==> src/rtl/debounce_fsm.sv <==
`default_nettype none
// +--------------------------------------------------------------------------+
// | debounce_fsm                                                             |
// | Push-button debouncer: two-flop synchronizer and a tick-counting FSM.    |
// | Revision: 1.0 - initial release                                          |
// +--------------------------------------------------------------------------+
module debounce_fsm #(
    parameter int TICKS = 3
) (
    input  logic clk,
    input  logic reset,
    input  logic tick,
    input  logic sw,
    output logic db_level,
    output logic db_tick
);

    typedef enum logic [1:0] {
        ZERO  = 2'd0,
        WAIT1 = 2'd1,
        ONE   = 2'd2,
        WAIT0 = 2'd3
    } state_t;

    // The count is complete when an accepted tick arrives with this value held.
    localparam logic [3:0] c_last = 4'(TICKS - 1);

    logic       r_sync1;
    logic       r_sync2;
    state_t     r_state;
    logic [3:0] r_cnt;

    always_ff @(posedge clk) begin
        if (!reset) begin
            r_sync1  <= 1'b0;
            r_sync2  <= 1'b0;
            r_state  <= ZERO;
            r_cnt    <= 4'd0;
            db_level <= 1'b0;
            db_tick  <= 1'b0;
        end else begin
            r_sync1 <= sw;
            r_sync2 <= r_sync1;
            db_tick <= 1'b0;
            case (r_state)
                ZERO: begin
                    db_level <= 1'b0;
                    if (r_sync2) begin
                        r_state <= WAIT1;
                        r_cnt   <= 4'd0;
                    end
                end
                WAIT1: begin
                    // An input reversal takes priority over a coincident tick.
                    if (!r_sync2) begin
                        r_state  <= ZERO;
                        r_cnt    <= 4'd0;
                        db_level <= 1'b0;
                    end else if (tick) begin
                        if (r_cnt == c_last) begin
                            r_state  <= ONE;
                            r_cnt    <= 4'd0;
                            db_level <= 1'b1;
                            db_tick  <= 1'b1;
                        end else begin
                            r_cnt <= r_cnt + 4'd1;
                        end
                    end
                end
                ONE: begin
                    db_level <= 1'b1;
                    if (!r_sync2) begin
                        r_state <= WAIT0;
                        r_cnt   <= 4'd0;
                    end
                end
                WAIT0: begin
                    if (r_sync2) begin
                        r_state  <= ONE;
                        r_cnt    <= 4'd0;
                        db_level <= 1'b1;
                    end else if (tick) begin
                        if (r_cnt == c_last) begin
                            r_state  <= ZERO;
                            r_cnt    <= 4'd0;
                            db_level <= 1'b0;
                        end else begin
                            r_cnt <= r_cnt + 4'd1;
                        end
                    end
                end
                default: begin
                    r_state  <= ZERO;
                    r_cnt    <= 4'd0;
                    db_level <= 1'b0;
                end
            endcase
        end
    end

endmodule
`default_nettype wire

==> config.mk <==
export PLATFORM = sky130hd
export DESIGN_NAME = debounce_fsm
export DESIGN_NICKNAME = d
export VERILOG_FILES = /design/src/rtl/debounce_fsm.sv
export SDC_FILE = /design/constraint.sdc
export NUM_CORES = 1
export LEC_CHECK = 0
export BUFFER_PORTS_ARGS = -buffer_cell sky130_fd_sc_hd__clkbuf_2
export CORE_MARGIN = 5
export CORE_UTILIZATION = 30
export DETAILED_ROUTE_END_ITERATION = 6
export PLACE_DENSITY = 0.5
export SETUP_SLACK_MARGIN = 0.1
export SKIP_CTS_REPAIR_TIMING = 1
export SLEW_MARGIN = 20
export SYNTH_ARGS = -nofsm -noshare
export SYNTH_HDL_FRONTEND = slang
export SYNTH_SLANG_ARGS = --single-unit
==> constraint.sdc <==
create_clock -name clk -period 1.2 [get_ports clk]
set_input_delay 0.24 -clock clk [delete_from_list [all_inputs] [get_ports clk]]
set_output_delay 0.24 -clock clk [all_outputs]
set_load 0.01 [all_outputs]
### After elaboration in Yosys (flattened, before gate mapping)

Index checks and enable logic that the tools add are counted.

* output and inout bits: 2
* register bits after elaboration: 10

* equality and inequality tests: 10
* $add $sub $neg: 1
* multiplexer cells: 24
* reduce and logical (&&, ||, !) cells: 5

Operators with widths (count)
* 4-bit 2-to-1 mux: 6
* 2-bit 2-to-1 mux: 8
* 4-bit one-hot mux with 4 select lines: 1
* 3-bit != test (second input constant): 4
* 2-bit one-hot mux with 4 select lines: 1
* 4-bit AND reduction: 2
* 1-bit 2-to-1 mux: 7
* 6-bit AND reduction: 1
* 4-bit by 1-bit adder with 4-bit output (second input constant): 1
* 2-bit equality test (second input constant): 2
* 4-bit by 2-bit equality test with 1-bit output (second input constant): 1
* 2-bit != test (second input constant): 2
* 1-bit one-hot mux with 4 select lines: 1
* 2-bit by 1-bit equality test with 1-bit output (second input constant): 1
* 2-bit zero test: 1
* 2-bit AND reduction: 1

### Depth between registers and ports, before layout

* word-level depth: 5
* gate-level depth with buffers: 6

### Least setup slack after synthesis

Ideal clock, no wire load.

* path type: flip-flop to flip-flop
* start: register r_cnt[1]
* end: register db_level
* arrival: 1194 ps
* required time: 1141 ps
* library setup time: 59 ps
* setup slack: -53 ps
* clock period less this slack: 1253 ps
* path buffers: 0
* cell stages (with the launch flop): 6
* cell sequence: dfxtp_1 -> ha_1 -> nand4bb_2 -> or2_4 -> o221ai_1 -> and2_1

* cells in the longest elaborated chain, start to end: 3
* elaborated cells on any way between the ends: 4

RTL lines
* from (decl): line 31 `logic [3:0] r_cnt;`
* from (signal assigned): line 66 `r_cnt <= r_cnt + 4'd1;`
* from (signal assigned): line 88 `r_cnt <= r_cnt + 4'd1;`
* 4-bit by 2-bit equality test with 1-bit output (*): line 60, 83
* 3-bit != test (no line)
* 4-bit AND reduction (no line) (*)
* to (signal assigned): line 58 `db_level <= 1'b0;`
* to (signal assigned): line 63 `db_level <= 1'b1;`
* to (signal assigned): line 86 `db_level <= 1'b0;`
* to (decl): line 14 `output logic db_level,`

Mark *: on every way between the ends. The rest lies on a longest branch, timed or not.
A chain may end at the register's enable or synchronous reset.

### Worst setup path after layout

* start: register r_cnt[0]
* end: register db_level

Same word-level chain as after synthesis.

==> results_dict.tcl <==
set metrics [dict create \
    synth_top_area_share_pct 41.6 \
    grt_pass1_vias 398 \
    syn_area_sq_um 482 \
    core_sq_um 1510 \
    fmax_ghz 0.793 \
    setup_viol 4 \
    skew_ns 0.000433 \
    clock_latency_ns 0.27 \
    netlist_top_cells_count "10 x dfxtp_1, 7 x nand2_1, 5 x and2_1, 4 x inv_1, 3 x nor2_1" \
    cts_buffers 3 \
    power_w 0.000614 \
    antenna_found_initial 0 \
    vias 442 \
    r2r_start "r_cnt[0]" \
    violations "setup timing" \
    p_clk_share_pct 37.6 \
    startpoint_type "register" \
    start_util_pct 32.0 \
    tightestPinTransition_ns 0.205 \
    cts.htree.levels 1 \
    cp_slowest_cell "dfxtp_2" \
    hp-class "in -> reg" \
    p_seq_share_pct 55.2 \
    worstPathArrival_ns 1.48 \
    p_leak_nw 0.272 \
    drive_gt1_share_pct 50.7 \
    synthTopCellsByArea "dfxtp_1 42%, and2_1 6.5%, nand2_1 5.5%, ha_1 5.2%, o32ai_1 3.6%" \
    dp.final_hpwl_microns 789 \
    syn-num-nets 60 \
    wl_met2_microns 546 \
    die_w_microns 50.1 \
    hold_viol 0 \
    regToRegSetupSlack_ns -0.06 \
    die_area_sq_um 2510 \
    ys_warn_count 0 \
    slowest_delay_ns 0.32 \
    final.setup.worst_slack_ns -0.0617 \
    nNetsFinal 81 \
    antenna_cells 0 \
    dr.pass1.iters 4 \
    area_growth_pct 47.3 \
    ir_drop_mv 0.525 \
    synth_ff_type "dfxtp_1" \
    post-route-period-util_pct 105 \
    intPower_w 0.000471 \
    wl_per_cell_microns 12.5 \
    synthCells 54 \
    clockRootBuffer "clkbuf_4" \
    slew_headroom_pct 86.2 \
    end_kind "register" \
    cap_viol_max_count 0 \
    path_cells "inv_2, ha_4, nand4bb_4, or2_4, o221ai_2, and2_1" \
    switching_share_pct 23.3 \
    crit_path_max_fanout 4 \
    hold_start "sw" \
    met1Wirelength_microns 477 \
    wirelength_mm 1.12 \
    yosysTopAreaCell "dfxtp_1" \
    power_frac_comb_pct 7.2 \
    whs_ns 0.175 \
    dp_cells 85 \
    num_rows 14 \
    crit_start "r_cnt[0]" \
    dr.max_layer_used "met4" \
    r2r_cells 6 \
    yosys.cell_count.top_type "dfxtp_1" \
    outcome "finished, violations left" \
    track_usage_pct 9.18 \
    gp_congestion 0.852 \
    p_sw_w 0.000143 \
    numPortBuffers 5 \
    grt_pass1_wl_mm 1.67 \
    r2r_end "db_level" \
    met3_length_microns 48 \
    p_per_area_nw_per_um2 865 \
    rsz0062_at_grt "true" \
    async_flop_share_pct 0 \
    critPathCapture "db_level" \
    cts_tree "yes" \
    cts.sinks 10 \
    final_antenna_net_count 0 \
    postSynthAreaPerCell_sq_um 8.92 \
    clk_pin_slew_worst_paths_ns 0.06 \
    drc_errors 0 \
    die_h_microns 50.1 \
    io_pins 6 \
    tns_ns -0.0920 \
    cts_buffer_depth 2 \
    first_iter_violations 4 \
    grt_max_degree 12 \
    vias_per_cell 4.97 \
    yosysSeqAreaShare_pct 41.6 \
    crit_required_ns 1.41 \
    synth_cell_type_count 24 \
    ys_seq_elements 10 \
    gr-total-overflow 0 \
    crit_type "reg -> reg" \
    fin_crit_ns 1.26 \
    final_cells 89 \
    synth_edf_count 0 \
    finish.utilization_pct 47.1 \
    drv_slew 0 \
]
-- critical path, delay by kind of cell, from the launching register on --
kind	cells	cell delay, ns
buf+inv	1	0.07
flops	1	0.32
compound gates	1	0.16
simple gates	3	0.53
fa+ha+maj	1	0.13
-- how the worst min path moves through the flow --
stage | cells past startpoint | slack, ns | end
after global routing | 2 | 0.18 | r_sync1
after detailed placement | 1 | 0.43 | r_sync2
after global placement | 1 | 0.43 | r_sync2
after CTS | 2 | 0.17 | r_sync1
final | 2 | 0.17 | r_sync1
after floorplan | 1 | 0.37 | r_sync1
-- through the flow --
step           setup slack (ns)  instance area, sq um
2_1_floorplan           -0.0254                   508
3_3_place_gp            -0.0471                   632
3_5_place_dp            -0.0642                   632
4_1_cts                 -0.0939                   654
5_1_grt                  -0.118                   709
6_report                -0.0617                   709
-- power groups by stage --
stage / combinational (W) / sequential [W] / clock (W)
2_1_floorplan: 0.0000176 / 0.000347 / 0
3_3_place_gp: 0.0000397 / 0.000347 / 0
3_5_place_dp: 0.0000394 / 0.000347 / 0
4_1_cts: 0.0000393 / 0.000339 / 0.000237
5_1_grt: 0.0000486 / 0.000339 / 0.000254
6_report: 0.0000442 / 0.000339 / 0.000231
-- sequential cells by signal, indices dropped and copies added, names as in the netlist --
signal	flops
db_level	1
r_cnt	4
db_tick	1
r_sync2	1
r_state	2
r_sync1	1
-- final cells by class --
cell class,instances,area [sq um]
clock buffer,3,22.5
fill,144,797
inverter,4,15.0
multi-input combinational,39,324
sequential,10,209
tap,16,20.0
timing repair buffer,17,119
-- routing by layer --
metal / global-route usage [%] / vias to the layer above
met1: 10.3 / 201
met5: 0 / -
met3: 2.71 / 4
met2: 13.2 / 9
met4: 9.17 / 0
li1: - / 228
-- cell families after synthesis --
kind of cell / synth area share (%)
DFF: 41.6
xor gates and xnor gates: 5.20
buffers and inverters: 3.89
AOI/OAI and AO/OA: 15.8
adders and majority gates: 5.19
and+or+nand+nor: 28.3
-- cells in the final DEF, fill, tap and decap left out, drive strengths merged --
| master | n |
|---|---|
| buf | 12 |
| dfxtp | 10 |
| clkbuf | 8 |
| nand2 | 7 |
| and2 | 5 |
| inv | 4 |
| nor2 | 3 |
| nand4 | 2 |
| o21ai | 2 |
| xor2 | 2 |
| o32ai | 2 |
| nor3 | 2 |
| a21oi | 2 |
| ha | 2 |
| nand4bb | 1 |
| o211ai | 1 |
| or2 | 1 |
| nor2b | 1 |
| o2111ai | 1 |
| a21boi | 1 |
| o221ai | 1 |
| o22ai | 1 |
| and2b | 1 |
| nand3 | 1 |
No activity file was read; power rests on OpenSTA's default activity.
